===== config.mk =====
export PLATFORM = sky130hd
export DESIGN_NAME = wolfram_lut
export DESIGN_NICKNAME = d
export VERILOG_FILES = /design/src/rtl/wolfram_lut.sv
export SDC_FILE = /design/constraint.sdc
export NUM_CORES = 1
export LEC_CHECK = 0
export CORE_AREA = 3 3 60 62
export DETAILED_ROUTE_END_ITERATION = 10
export DIE_AREA = 0 0 63 65
export HOLD_SLACK_MARGIN = 0.05
export PLACE_DENSITY = 0.5
export SYNTH_ARGS = -nofsm -noshare
export SYNTH_HDL_FRONTEND = slang
export SYNTH_SLANG_ARGS = --single-unit

===== constraint.sdc =====
create_clock -name clk -period 2.5 [get_ports clk]
set_input_delay 0.25 -clock clk [delete_from_list [all_inputs] [get_ports clk]]
set_output_delay 0.25 -clock clk [all_outputs]
set_load 0.02 [all_outputs]

===== src/rtl/wolfram_lut.sv =====
// wolfram_lut: runtime-reprogrammable N-input truth-table cell.
// It evaluates table_q[2^N_IN-1-in] and registers the result. The table is
// loaded bit-serially, MSB first, over a valid/ready handshake, and resets to INIT.
//
// Ports:
//   clk, rst       rising-edge clock, synchronous active-high reset
//   in_valid, in   evaluation request and logic inputs (in[N_IN-1] = in1)
//   out, out_valid registered result and its one-cycle update strobe
//   cfg_valid, cfg_ready, cfg_bit  serial table-load handshake
//   cfg_abort      discard the in-progress load
//   cfg_done       one-cycle pulse after a full table is committed
//   table_q        active table (readback)
//
// Optional feature macro: WOLFRAM_LUT_SHADOW_EN
//   defined   : bits collect in a shadow register and commit atomically
//   undefined : bits shift straight into the active table (no shadow)

module wolfram_lut #(
  parameter int unsigned               N_IN = 3,
  parameter logic [(1 << N_IN)-1:0]    INIT = 8'h69
) (
  input  logic                    clk,
  input  logic                    rst,
  input  logic                    in_valid,
  input  logic [N_IN-1:0]         in,
  output logic                    out,
  output logic                    out_valid,
  input  logic                    cfg_valid,
  output logic                    cfg_ready,
  input  logic                    cfg_bit,
  input  logic                    cfg_abort,
  output logic                    cfg_done,
  output logic [(1 << N_IN)-1:0]  table_q
);

  localparam int unsigned W  = 1 << N_IN;
  localparam int unsigned CW = $clog2(W) + 1;

  typedef enum logic [1:0] {
    ST_IDLE = 2'd0,
    ST_LOAD = 2'd1,
    ST_DONE = 2'd2
  } state_t;

  state_t          state_q;
  state_t          state_d;
  logic [CW-1:0]   count_q;
  logic [W-1:0]    table_r;
  logic            out_r;
  logic            out_valid_r;
  logic            done_r;
  logic [N_IN-1:0] idx;
  logic            abort_c;
  logic            accept_c;
  logic            commit_c;

`ifdef WOLFRAM_LUT_SHADOW_EN
  logic [W-1:0]    shadow_q;
`endif

  // Entry for input k sits at bit W-1-k, which is simply the bitwise inverse of k.
  assign idx = ~in;

  // Ready is forced low while rst is asserted so nothing is consumed in the reset cycle.
  assign cfg_ready = (state_q != ST_DONE) && !rst;

  // Abort beats a bit offered in the same cycle.
  assign abort_c  = cfg_abort && (state_q != ST_DONE);
  assign accept_c = cfg_valid && cfg_ready && !abort_c;
  assign commit_c = accept_c && (count_q == CW'(W - 1));

  assign out       = out_r;
  assign out_valid = out_valid_r;
  assign cfg_done  = done_r;
  assign table_q   = table_r;

  // Config FSM state register.
  always_ff @(posedge clk) begin
    if (rst) begin
      state_q <= ST_IDLE;
    end else begin
      state_q <= state_d;
    end
  end

  // Config FSM next-state logic.
  always_comb begin
    state_d = state_q;
    case (state_q)
      ST_IDLE: begin
        if (abort_c)       state_d = ST_IDLE;
        else if (accept_c) state_d = ST_LOAD;
      end
      ST_LOAD: begin
        if (abort_c)       state_d = ST_IDLE;
        else if (commit_c) state_d = ST_DONE;
      end
      ST_DONE: state_d = ST_IDLE;
      default: state_d = ST_IDLE;
    endcase
  end

  // Evaluation pipeline: lookup uses the table as it stands before this edge.
  always_ff @(posedge clk) begin
    if (rst) begin
      out_r       <= 1'b0;
      out_valid_r <= 1'b0;
    end else begin
      out_valid_r <= in_valid;
      if (in_valid) begin
        out_r <= table_r[idx];
      end
    end
  end

  // Load counter and done pulse.
  always_ff @(posedge clk) begin
    if (rst) begin
      count_q <= '0;
      done_r  <= 1'b0;
    end else begin
      done_r <= commit_c;
      if (abort_c || commit_c) begin
        count_q <= '0;
      end else if (accept_c) begin
        count_q <= count_q + CW'(1);
      end
    end
  end

`ifdef WOLFRAM_LUT_SHADOW_EN
  // Double-buffered table: shadow collects bits, active table changes only on commit.
  always_ff @(posedge clk) begin
    if (rst) begin
      shadow_q <= '0;
      table_r  <= INIT;
    end else if (abort_c) begin
      shadow_q <= '0;
    end else if (commit_c) begin
      shadow_q <= '0;
      table_r  <= {shadow_q[W-2:0], cfg_bit};
    end else if (accept_c) begin
      shadow_q <= {shadow_q[W-2:0], cfg_bit};
    end
  end
`else
  // Single-buffered table: accepted bits shift straight into the active table.
  always_ff @(posedge clk) begin
    if (rst) begin
      table_r <= INIT;
    end else if (accept_c) begin
      table_r <= {table_r[W-2:0], cfg_bit};
    end
  end
`endif

endmodule


==> results of run 1 <==
[metal layers]
metal | track usage, % | routed length, um | vias to the layer above
met4 | 2.48 | 0 | 0
met1 | 12.5 | 875 | 311
met2 | 15.2 | 831 | 15
met5 | 0 | 0 | -
met3 | 4.33 | 86 | 0
li1 | - | - | 347
[registers in the layout, summed over array words and instances (netlist names)]
name,flops
table_q,8
out_valid,1
state_q,2
out,1
cfg_done,1
count_q,4
[through the flow]
| stage | hold WS, ns | area [um2] |
|---|---|---|
| after global placement | 0.468 | 1000 |
| after detailed placement | 0.481 | 1000 |
| after CTS | 0.494 | 1030 |
| after floorplan | 0.322 | 752 |
| final | 0.492 | 1030 |
| after global routing | 0.524 | 1030 |
[cells by family after synthesis]
kind of cell	Yosys count	share of synthesized area (%)
AND/OR/NAND/NOR	27	20.8
AO/OA/AOI/OAI	24	19.5
flip-flops	17	45.3
multiplexers	5	8.32
buffers and inverters	8	4.49
adder cells (fa/ha/maj)	1	1.66
[layout by cell type (no fill, tap or decap)]
cell type,Yosys,routed
a211o_1,4,4
a211oi_1,1,1
a21o_1,1,1
a21oi_1,8,8
a31oi_1,1,1
and3_1,4,4
buf_4,0,3
clkbuf_1,3,1
clkbuf_4,0,3
clkdlybuf4s50_1,0,20
dfxtp_1,17,17
ha_1,1,1
inv_1,2,2
mux2i_1,4,4
mux4_2,1,1
nand2_1,2,2
nand2b_1,1,1
nand3_1,5,5
nand3b_1,1,1
nand4_1,1,1
nand4b_1,2,2
nor2_1,4,4
nor2b_1,2,2
nor3_1,2,2
nor3b_1,1,1
o21ai_0,7,7
o31ai_1,2,2
or3b_1,1,1
or4_1,1,1
[cell usage after synthesis, types with 2 or more instances]
cell type / n
a211o_1: 4
dfxtp_1: 17
buf_2: 3
inv_1: 2
mux2i_1: 4
clkbuf_1: 3
nor2_1: 4
nand4b_1: 2
nand2_1: 2
o31ai_1: 2
a21oi_1: 8
o21ai_0: 7
nand3_1: 5
nor2b_1: 2
and3_1: 4
nor3_1: 2
[final cells by class]
class                   instances  area [um2]
clock buffers                   4        26.3
well taps                      44        55.1
repair buffers                 23         223
flip-flops and latches         17         340
fillers                       341        2050
multi-input cells              57         378
inverters                       2        7.51
[final timing paths]
| check | endpoint | slack, ns | depth (start not counted) |
|---|---|---|---|
| max | cfg_ready | 0.43 | 3 |
| min | count_q[3] | 0.49 | 2 |
| max reg2reg | table_q[0] | 0.97 | 3 |
| min reg2reg | count_q[3] | 0.49 | 2 |
[power by group through the flow]
stage / combinational [uW] / sequential [uW] / clock (uW)
after CTS: 80.0 / 288 / 155
after floorplan: 30.1 / 303 / 0
after global placement: 79.5 / 294 / 0
final: 79.1 / 288 / 149
after global routing: 84.7 / 290 / 172
after detailed placement: 79.6 / 294 / 0
[worst reg2reg max path: stages (launching register included)]
cell	delay (ns)
dfxtp_1	0.39
nand2b_1	0.41
nand2_1	0.27
a211o_1	0.35
==> impl_metrics.json, run 1 <==
{
  "status": "completed",
  "cts_buffers": 3,
  "syn_avg_cell_area_um2": 9.17,
  "fin_crit_sh_pct": 82.9,
  "dp_slack_ns": 0.567,
  "final_layout_size_suffix_gt1_share_pct": 6.80,
  "worstSetupPathType": "reg -> out",
  "synth_edf_count": 0,
  "p_comb_share_pct": 15.3,
  "ctsResizeCount": 0,
  "h-tree-depth": 1,
  "rr_startpoint": "state_q[0]",
  "power.share.clock_pct": 28.9,
  "synth_top_cell_by_area": "dfxtp_1",
  "seq_power_share_pct": 55.7,
  "die_x_um": 63,
  "synthArstFlopShare_pct": 0,
  "hold_class": "reg -> reg",
  "ctsRootBufferMaster": "clkbuf_4",
  "cts_hold_buf": 0,
  "antenna_found_initial": 0,
  "clockBufferDepth": 2,
  "synth.net_count": 92,
  "synthTopCellsByArea": "dfxtp_1, a21oi_1, mux2i_1",
  "finClkSkew_ns": 0.00656,
  "critical_path.top_delay_family": "simple AND/OR/NAND/NOR gates",
  "synth-seq-cells": 17,
  "synth-seq-area-share_pct": 45.3,
  "wl_per_cell_um": 12.2,
  "fin_cells": 147,
  "drtPass1Iterations": 4,
  "power.internal_uw": 386,
  "path_max_fanout": 10,
  "drtIter0Drc": 40,
  "netlist_area_um2": 752,
  "cp.arrival_ns": 1.82,
  "grt_pass1_wl_um": 3180,
  "clock-sinks": 17,
  "cts_setup_buffers": 0,
  "wirelength_um": 1790,
  "slowest_stage": "clkdlybuf4s50_1",
  "final_util_pct": 33.5,
  "io_pins": 21,
  "swShare_pct": 25.2,
  "slew_viol_final": 0,
  "worst_ir_drop_vdd_mv": 0.227,
  "fmax_ghz": 0.483,
  "rows": 20,
  "drc": 0,
  "p_leak_uw": 0.000379,
  "synthCells": 82,
  "first_global_vias": 675,
  "setup_violations": 0,
  "fin_nets": 114,
  "crit_buf_inv": 1,
  "power_uw": 516,
  "rsz0062_at_grt": "false",
  "maxSlewHeadroom_pct": 58.8,
  "insertion_delay_ns": 0.29,
  "synth-warning-count": 0,
  "diodes": 0,
  "core_area_mm2": 0.00308,
  "finalHoldViolCount": 0,
  "dp_hpwl_um": 1310,
  "cts_tree": "done",
  "overflow": 0,
  "yosys.cell_types.count": 27,
  "cp_cell_sequence": "nor2b_1 > nor2_1 > clkdlybuf4s50_1",
  "maxCapViolCount": 0,
  "endpoint_kind": "output pin",
  "synth-main-ff-cell": "dfxtp_1",
  "tightest_slew_ns": 0.617,
  "grt_max_degree": 14,
  "grt_util_all_layers_pct": 9.83,
  "dr_total_vias": 673,
  "power_density_mw_per_mm2": 501,
  "p_switching_uw": 130,
  "setup_slack_ns": 0.428,
  "slowest_delay_ns": 0.56,
  "die_y_um": 65,
  "initial_core_util_pct": 24.4,
  "netlist.area_leader.share_pct": 45.3,
  "tns_ns": 0,
  "numPlacedInstances": 143,
  "hp-start": "count_q[3]",
  "required_ns": 2.25,
  "dieArea_mm2": 0.00410,
  "area_growth_pct": 36.9,
  "cp-start-kind": "flip-flop",
  "finalCriticalPeriod_ns": 2.07,
  "path_clk_slew_ns": 0.10,
  "drtAntennaViolNets": 0,
  "portBuffers": 20,
  "vias_per_cell": 4.58,
  "startpoint": "state_q[1]",
  "gp_congestion": 0.787
}
(Power assumes the default switching activity.)
==> inputs of run 2 (changes only) <==
Clock period 2.5 ns to 2 ns, I/O delays scaled along.
==> impl_metrics.json, run 2 (same netlist as run 1, synthesis figures left out) <==
{
  "path_max_fanout": 8,
  "dr_total_vias": 684,
  "min_path_cells": 2,
  "worst_ir_drop_vdd_mv": 0.255,
  "hold_slack_ns": 0.484,
  "core_area_mm2": 0.00308,
  "die_y_um": 65,
  "setup_violations": 0,
  "crit_buf_inv": 2,
  "dp_hpwl_um": 1360,
  "p_leak_uw": 0.000388,
  "ff2ff_path_depth": 4,
  "portBuffers": 20,
  "hp-start": "state_q[0]",
  "tns_ns": 0,
  "drtIter0Drc": 17,
  "drtAntennaViolNets": 0,
  "dieArea_mm2": 0.00410,
  "routed.top_layer": "met3",
  "clock-sinks": 17,
  "layout_common_cells": "clkdlybuf4s50_1, dfxtp_1, a21oi_1",
  "grt_max_degree": 12,
  "vias_per_cell": 4.59,
  "cp.arrival_ns": 1.59,
  "drc": 0,
  "io_pins": 21,
  "cts_setup_buffers": 0,
  "fmax_ghz": 0.559,
  "endpoint_kind": "output pin",
  "fin_crit_sh_pct": 89.5,
  "maxSlewHeadroom_pct": 80.9,
  "setup_slack_ns": 0.210,
  "fin_nets": 116,
  "finalHoldViolCount": 0,
  "antenna_found_initial": 0,
  "ctsRootBufferMaster": "clkbuf_4",
  "critical_path.top_delay_family": "buffers and inverters",
  "dp_slack_ns": 0.207,
  "path_clk_slew_ns": 0.09,
  "grt_pass1_wl_um": 3120,
  "ctsResizeCount": 0,
  "reg2reg_to": "count_q[2]",
  "insertion_delay_ns": 0.29,
  "h-tree-depth": 1,
  "hold_class": "reg -> reg",
  "cts_tree": "done",
  "rsz0062_at_grt": "false",
  "finClkSkew_ns": 0.00218,
  "area_growth_pct": 38.9,
  "dr_wl_met3_um": 100,
  "cp-start-kind": "input port",
  "power_density_mw_per_mm2": 615,
  "min_to": "state_q[1]",
  "finalCriticalPeriod_ns": 1.79,
  "gp_congestion": 0.775,
  "initial_core_util_pct": 24.4,
  "slew_viol_final": 0,
  "drtPass1Iterations": 4,
  "wl_met2_um": 808,
  "overflow": 0,
  "final_layout_size_suffix_gt1_share_pct": 8.57,
  "largest_register_ffs": 8,
  "grt_util_all_layers_pct": 9.64,
  "first_global_vias": 654,
  "power_uw": 643,
  "ff2ff_setup_slack_ns": 0.66,
  "met1_length_um": 889,
  "diodes": 0,
  "clockBufferDepth": 2,
  "tightest_slew_ns": 0.286,
  "final_util_pct": 33.9,
  "worstSetupPathType": "in -> out",
  "status": "completed",
  "required_ns": 1.80,
  "wl_per_cell_um": 12.1,
  "rr_startpoint": "count_q[0]",
  "layout_commonest_cell": "clkdlybuf4s50_1",
  "path_common_cell": "clkdlybuf4s50_1",
  "die_x_um": 63,
  "cts_hold_buf": 0,
  "cp_cell_sequence": "clkdlybuf4s50_1 > nor2_1 > clkdlybuf4s50_1",
  "maxCapViolCount": 0,
  "cts_buffers": 3,
  "slowest_delay_ns": 0.63,
  "wirelength_um": 1800,
  "slowest_stage": "clkdlybuf4s50_1",
  "rows": 20
}
## run 2: worst max-delay path by stage
stage | from | end | slack, ns | depth (start not counted)
6_report | rst | cfg_ready | 0.21 | 3
5_1_grt | rst | cfg_ready | 0.17 | 3
4_1_cts | rst | cfg_ready | 0.21 | 3
3_5_place_dp | rst | count_q[2] | 0.21 | 4
3_3_place_gp | rst | cfg_ready | 0.22 | 3
2_1_floorplan | state_q[0] | table_q[0] | 0.67 | 4
## run 2: report_power, final
| group | switching, uW | internal, uW | total, uW |
|---|---|---|---|
| logic | 44.7 | 54.7 | 99.4 |
| registers | 9.50 | 350 | 360 |
| clock network | 106 | 77.5 | 183 |
## run 2: routing by layer
metal / vias up / global-route usage (%)
met1: 316 / 12.4
met5: - / 0
li1: 352 / -
met4: 0 / 2.48
met3: 0 / 4.16
met2: 16 / 14.8
## run 2: area by class of cell
class | count | area (um2)
clock buffer | 4 | 26.3
fill | 327 | 2030
inverter | 2 | 7.51
multi-input combinational | 57 | 378
sequential | 17 | 340
tap | 44 | 55.1
timing repair buffer | 25 | 238
## run 2: stage by stage
stage,instances,area [um2]
6_report,149,1040
2_1_floorplan,82,752
3_3_place_gp,145,1020
3_5_place_dp,145,1020
4_1_cts,149,1040
5_1_grt,149,1040
## run 2: tightest hold or removal path, cell delays in order (launching register included)
cell	delay, ns
dfxtp_1	0.35
nand2_1	0.06
nor3_1	0.04
==> inputs of run 3 (changes only) <==
==> constraint.sdc (replaced) <==
create_clock -name clk -period 2 [get_ports clk]
set_input_delay 0.4 -clock clk [delete_from_list [all_inputs] [get_ports clk]]
set_output_delay 0.4 -clock clk [all_outputs]
set_load 0.02 [all_outputs]
==> impl_metrics.json, run 3 (same netlist as run 1, synthesis figures left out) <==
{
  "dr_total_vias": 681,
  "p_leak_uw": 0.000394,
  "startpoint": "rst",
  "wirelength_um": 1850,
  "cp-start-kind": "input port",
  "slowest_stage": "clkdlybuf4s50_1",
  "finalCriticalPeriod_ns": 1.73,
  "first_global_vias": 668,
  "hp-start": "count_q[3]",
  "clockBufferDepth": 2,
  "area_growth_pct": 39.8,
  "layout_commonest_cell": "clkdlybuf4s50_1",
  "routed.top_layer": "met3",
  "grt_pass1_wl_um": 3140,
  "worstSetupPathType": "in -> out",
  "maxSlewHeadroom_pct": 83.4,
  "fill_cells": 332,
  "drtAntennaViolNets": 0,
  "drtPass1Iterations": 4,
  "clock-sinks": 17,
  "layout_common_cells": "clkdlybuf4s50_1, dfxtp_1, a21oi_1",
  "portBuffers": 20,
  "fin_crit_sh_pct": 86.6,
  "hold_class": "reg -> reg",
  "die_y_um": 65,
  "maxCapViolCount": 0,
  "final_util_pct": 34.1,
  "fin_nets": 117,
  "path_max_fanout": 2,
  "drc": 0,
  "dieArea_mm2": 0.00410,
  "wl_per_cell_um": 12.3,
  "cts_hold_buf": 0,
  "grt_max_degree": 12,
  "finalHoldViolCount": 0,
  "cp_cell_sequence": "clkdlybuf4s50_1 > nor2_1 > dlygate4sd2_1",
  "cts_buffers": 3,
  "required_ns": 1.60,
  "multi_input_area_um2": 378,
  "fin_cells": 150,
  "cts_tree": "done",
  "insertion_delay_ns": 0.28,
  "seqCellArea_um2": 340,
  "power_density_mw_per_mm2": 613,
  "hold_slack_ns": 0.487,
  "rows": 20,
  "finClkSkew_ns": 0.00384,
  "ctsResizeCount": 1,
  "initial_core_util_pct": 24.4,
  "numPlacedInstances": 146,
  "overflow": 0,
  "setup_violations": 0,
  "status": "completed",
  "grt_util_all_layers_pct": 9.56,
  "io_pins": 21,
  "cts_setup_buffers": 0,
  "diodes": 0,
  "slowest_delay_ns": 0.43,
  "antenna_found_initial": 0,
  "tightest_slew_ns": 0.249,
  "dr_wl_met3_um": 39,
  "endpoint_kind": "output pin",
  "slew_viol_final": 0,
  "core_area_mm2": 0.00308,
  "vias_per_cell": 4.54,
  "gp_congestion": 0.698,
  "die_x_um": 63,
  "rr_startpoint": "count_q[0]",
  "final_layout_size_suffix_gt1_share_pct": 9.43,
  "drtIter0Drc": 43,
  "largest_register_ffs": 8,
  "fmax_ghz": 0.577,
  "h-tree-depth": 1,
  "worst_ir_drop_vdd_mv": 0.153,
  "met1_length_um": 952,
  "dp_hpwl_um": 1400,
  "wl_met2_um": 853,
  "rsz0062_at_grt": "false",
  "ctsRootBufferMaster": "clkbuf_4",
  "path_clk_slew_ns": 0.10,
  "cp.arrival_ns": 1.33
}
run 3: changes by cell type in the layout (fill, tap and decap cells not counted):
cell | previous run | this run
clkdlybuf4s50_1 | 20 | 19
dlygate4sd2_1 | 0 | 1
buf_4 | 5 | 6
run 3: worst paths after layout:
path	end	slack (ns)	cells past startpoint
min reg2reg	count_q[3]	0.49	2
min	count_q[3]	0.49	2
max reg2reg	count_q[2]	0.65	4
max	cfg_ready	0.27	3
run 3: metal layers:
metal,vias to the layer above,GRT usage (%)
met5,-,0
li1,353,-
met2,10,13.8
met1,318,13.5
met3,0,2.08
met4,0,4.13
run 3: power by group:
part / leakage (uW) / total [uW] / switching [uW] / internal (uW)
Clock: 0.0000150 / 184 / 107 / 77.4
Combinational: 0.000240 / 100 / 44.8 / 55.3
Sequential: 0.000139 / 360 / 9.34 / 350
run 3: worst max-delay path, delay by kind of cell:
| family | cells | cell delay [ns] |
|---|---|---|
| buffers and inverters | 2 | 0.78 |
| and+or+nand+nor | 1 | 0.15 |
run 3: metrics by stage:
stage	total power, uW	worst slack [ns]	cell area (um2)	TNS [ns]
after global placement	469	-0.0455	1030	-0.0455
after global routing	678	0.201	1050	0
final	644	0.267	1050	0
after floorplan	416	0.516	752	0
after CTS	656	0.238	1050	0
after detailed placement	469	-0.0293	1030	-0.0616
run 3: final cells by class:
cell class	count	share of cell area, %
clock buffers	4	2.50
inverters	2	0.714
multi-input cells	57	36.0
flip-flops and latches	17	32.4
well taps	44	5.24
repair buffers	26	23.2
==> variant 1 (config.mk and constraints of run 3) <==
Set the parameter `N_IN` to 4 (it was 3).
--- a/src/rtl/wolfram_lut.sv
+++ b/src/rtl/wolfram_lut.sv
@@ -18,3 +18,3 @@
 module wolfram_lut #(
-  parameter int unsigned               N_IN = 3,
+  parameter int unsigned               N_IN = 4,
   parameter logic [(1 << N_IN)-1:0]    INIT = 8'h69
Ports: changed (resized in and table_q); port bits go from 21 to 30. The function was not compared with the original's and may differ.
==> variant 1 against run 3 <==
Sequential cell count is 9 higher; via count increased by 43%; power rose by 46%; cell count increased by 39%; hold slack lost 0.034 ns; first-iteration DRC count fell by 28%; final area is 47% higher; clock skew rose by 0.0027 ns; worst setup slack got worse by 0.040 ns; critical path depth down 2; area after synthesis increased by 49%; routed wire length grew 43%; sequential share of layout area rose by 1.4 points.
==> variant 1: results (changes against run 3) <==
| Metric | Value |
|---|---|
| R2r worst-path depth | 6 (+2) |
| Worst VDD drop | 0.446 mV (+190%) |
| Fin Clk Skew | 0.00654 ns (+0.00270 ns) |
| Main area contributors after synthesis | dfxtp_1 47%, nand2_1 12%, a21oi_1 6.3%, mux4_2 4.0%, mux2i_1 3.6% |
| Terminus of the critical flop-to-flop path | count_q[4] |
| Outcome | complete, no violations |
| Hold Path Sink | state_q[0] |
| Seq/Total Area, Yosys | 0.466 (+0.0133) |
| Iteration-0 DRC Markers | 31 (-28%) |
| Final HPWL DP | 1910 microns (+36%) |
| Fill count | 312 (-6.0%) |
| Min-delay src | state_q[1] |
| Slew @ Worst Pin | 0.417 ns (+0.168 ns) |
| Total number of vias | 974 (+43%) |
| GPL Wtd Cong | 0.768 (+10%) |
| Placed insts | 205 (+40%) |
| Syn Nets | 141 (+53%) |
| P_sw | 0.231 mW (+44%) |
| Crit path max fanout | 4 (+2) |
| Synth cell types | 28 (+3.7%) |
| Share of layout cells above drive strength 1 | 0.109 (+0.0148) |
| Wirelength per Cell | 12.6 microns (+2.4%) |
| Post-Synth Adder-Cell Area | 0.0224 (+0.00576) |
| Worst Hold Margin | 0.453 ns (-0.0338 ns) |
| Xor/xnor cell area share of the yosys netlist | 0.0235 (+0.0235) |
| Worst hold path depth | 1 (-1) |
| Largest net degree at the start of global routing | 19 (+7) |
| Clk slew on worst S/H paths | 0.15 ns (+0.05 ns) |
==> variant 1: cell count changes in the layout (fill, tap and decap cells not counted), moves of 4 or more <==
cell / before / now
o21ai_0: 7 / 1
a211o_1: 4 / 0
dfxtp_1: 17 / 26
nand2_1: 2 / 35
a21oi_1: 8 / 14
clkdlybuf4s50_1: 19 / 28
==> variant 1: worst max path at each step <==
stage / start / to / slack (ns) / cells past startpoint
3_3_place_gp: rst / cfg_ready / -0.02 / 3
3_5_place_dp: rst / cfg_ready / -0.01 / 3
6_report: table_q[11] / table_q[11] / 0.23 / 1
4_1_cts: table_q[0] / table_q[0] / 0.21 / 1
2_1_floorplan: cfg_abort / table_q[3] / 0.49 / 6
5_1_grt: table_q[0] / table_q[0] / 0.16 / 1
==> variant 1: layout make-up <==
| cell class | count | area, sq um | share of cell area |
|---|---|---|---|
| clock buffers | 4 | 36.3 | 0.0235 |
| inverters | 3 | 11.3 | 0.00731 |
| multi-input cells | 93 | 542 | 0.351 |
| well taps | 44 | 55.1 | 0.0357 |
| repair buffers | 39 | 377 | 0.244 |
| flip-flops and latches | 26 | 520 | 0.338 |
==> variant 1: power groups by stage <==
stage          logic (mW)  clock network (mW)  registers, mW
4_1_cts             0.130               0.282          0.541
6_report            0.129               0.270          0.540
3_5_place_dp        0.130                   0          0.552
2_1_floorplan      0.0532                   0          0.563
3_3_place_gp        0.129                   0          0.552
5_1_grt             0.140               0.300          0.543
==> variant 1: timing repair <==
item	4_1_cts	5_1_grt
setup endpoints to repair	1	0
gates resized for setup	1	0
setup buffers	0	0
==> variant 1: per-layer routing <==
layer,vias to the layer above,share of wire,GRT usage
li1,507,-,-
met1,444,0.54,0.201
met2,21,0.41,0.209
met3,2,0.044,0.0433
met4,0,0.0046,0.0220
met5,-,0,0
==> variant 2 (config.mk and constraints of run 3) <==
Without the edit above. The 3 states of `state_t` get a one-hot encoding in 3 bits.
--- a/src/rtl/wolfram_lut.sv
+++ b/src/rtl/wolfram_lut.sv
@@ -38,6 +38,6 @@
 
-  typedef enum logic [1:0] {
-    ST_IDLE = 2'd0,
-    ST_LOAD = 2'd1,
-    ST_DONE = 2'd2
+  typedef enum logic [2:0] {
+    ST_IDLE = 3'b001,
+    ST_LOAD = 3'b010,
+    ST_DONE = 3'b100
   } state_t;
Function: no difference found for any inputs over 10 cycles, from zero or initial values and one cycle with rst high; not proved beyond that.
==> variant 2 against run 3 <==
Maximum frequency shrank 0.68%; register-to-register slack lost 0.20 ns; sequential share of layout area shrank 0.094 points; worst setup slack lost 0.012 ns; count of clock-buffer cells in the layout shrank 1; largest power group unchanged; largest cell class unchanged; power grew 3.2%; routed wire length grew 6.8%; critical endpoint is now count_q[2]; hold slack gained 0.012 ns; sequential cell count grew 1; final area grew 6.2%; critical path type is now input port to flop; area after synthesis grew 7.2%.
==> variant 2: results (changes against run 3) <==
| Metric | Value |
|---|---|
| Initial DRT Pass Iterations | 4 (unchanged) |
| Fill count | 316 (-4.8%) |
| Fin Clk Skew | 0.000832 ns (-0.00301 ns) |
| Main area contributors after synthesis | dfxtp_1 45%, a21oi_1 6.2%, mux2i_1 5.0%, a211o_1 4.3%, o21ai_0 3.7% |
| Final WL | 1970 microns (+6.8%) |
| Number of global-route vias before repair | 721 (+7.9%) |
| Layout area overhead | 38.5% |
| Global-route wire length before repair | 3390 microns (+8.1%) |
| Outcome | complete, no violations |
| Syn Nets | 94 (+2.2%) |
| Synth cell count leaders | 18 x dfxtp_1, 10 x a21oi_1, 6 x o21ai_0 |
| CTS Buf Count | 3 (unchanged) |
| Share of layout cells above drive strength 1 | 0.118 (+0.0238) |
| Final Net Count | 122 (+4.3%) |
| Post-DR vias/cell | 4.80 (+5.7%) |
| Largest net degree at the start of global routing | 14 (+2) |
| Crit path max fanout | 5 (+3) |
| Placed cell area | 1090 sq um (+6.7%) |
| Worst Path Arrival | 1.97 ns (+0.64 ns) |
| Synth cell types | 29 (+7.4%) |
| GPL Wtd Cong | 0.786 (+13%) |
| Worst VDD drop | 0.394 mV (+160%) |
| P_leak | 0.405 nW (+2.9%) |
| Slew headroom | 0.710 (-0.123) |
| Iteration-0 DRC Markers | 26 (-40%) |
| Final HPWL DP | 1460 microns (+4.1%) |
| Seq/Total Area, Yosys | 0.447 (-0.00537) |
[variant 2: final timing paths]
path	from	to	slack, ns	cells past startpoint
worst min register to register	out	out	0.50	2
worst min-delay path	out	out	0.50	2
worst max register to register	state_q[0]	table_q[6]	0.45	3
worst max-delay path	rst	count_q[2]	0.26	5
[variant 2: cells by family after synthesis]
kind of cell,synth area share
buffers and inverters,0.0373
AOI/OAI and AO/OA,0.189
and+or+nand+nor,0.233
muxes,0.0776
DFF,0.447
adders and majority gates,0.0155
[variant 2: critical path, cell delays in order]
cell             delay, ns
clkdlybuf4s50_1       0.46
buf_4                 0.18
or3b_1                0.38
or4_1                 0.41
a21oi_1               0.14
[variant 2: stage by stage]
| stage | std cells | setup slack, ns |
|---|---|---|
| 6_report | 154 | 0.256 |
| 4_1_cts | 154 | 0.232 |
| 2_1_floorplan | 84 | 0.516 |
| 3_3_place_gp | 151 | -0.0370 |
| 3_5_place_dp | 151 | -0.0421 |
| 5_1_grt | 154 | 0.185 |
[variant 2: power breakdown]
group / internal (mW) / leakage, nW / switching [mW]
logic: 0.0598 / 0.245 / 0.0485
registers: 0.371 / 0.147 / 0.0105
clock network: 0.0700 / 0.0138 / 0.105
total: 0.501 / 0.405 / 0.164
[variant 2: area by class of cell]
cell class | instances | share of cell area
Clock buffer | 3 | 0.0202
Inverter | 1 | 0.00336
Tap cell | 44 | 0.0493
Sequential cell | 18 | 0.323
Timing Repair Buffer | 28 | 0.232
Multi-Input combinational cell | 60 | 0.372
[variant 2: metal layers]
| metal | vias to the layer above | wire, microns | track usage |
|---|---|---|---|
| met4 | 0 | 14 | 0.0248 |
| met1 | 342 | 903 | 0.131 |
| met5 | - | 0 | 0 |
| met2 | 24 | 912 | 0.170 |
| met3 | 2 | 139 | 0.0433 |
| li1 | 371 | - | - |
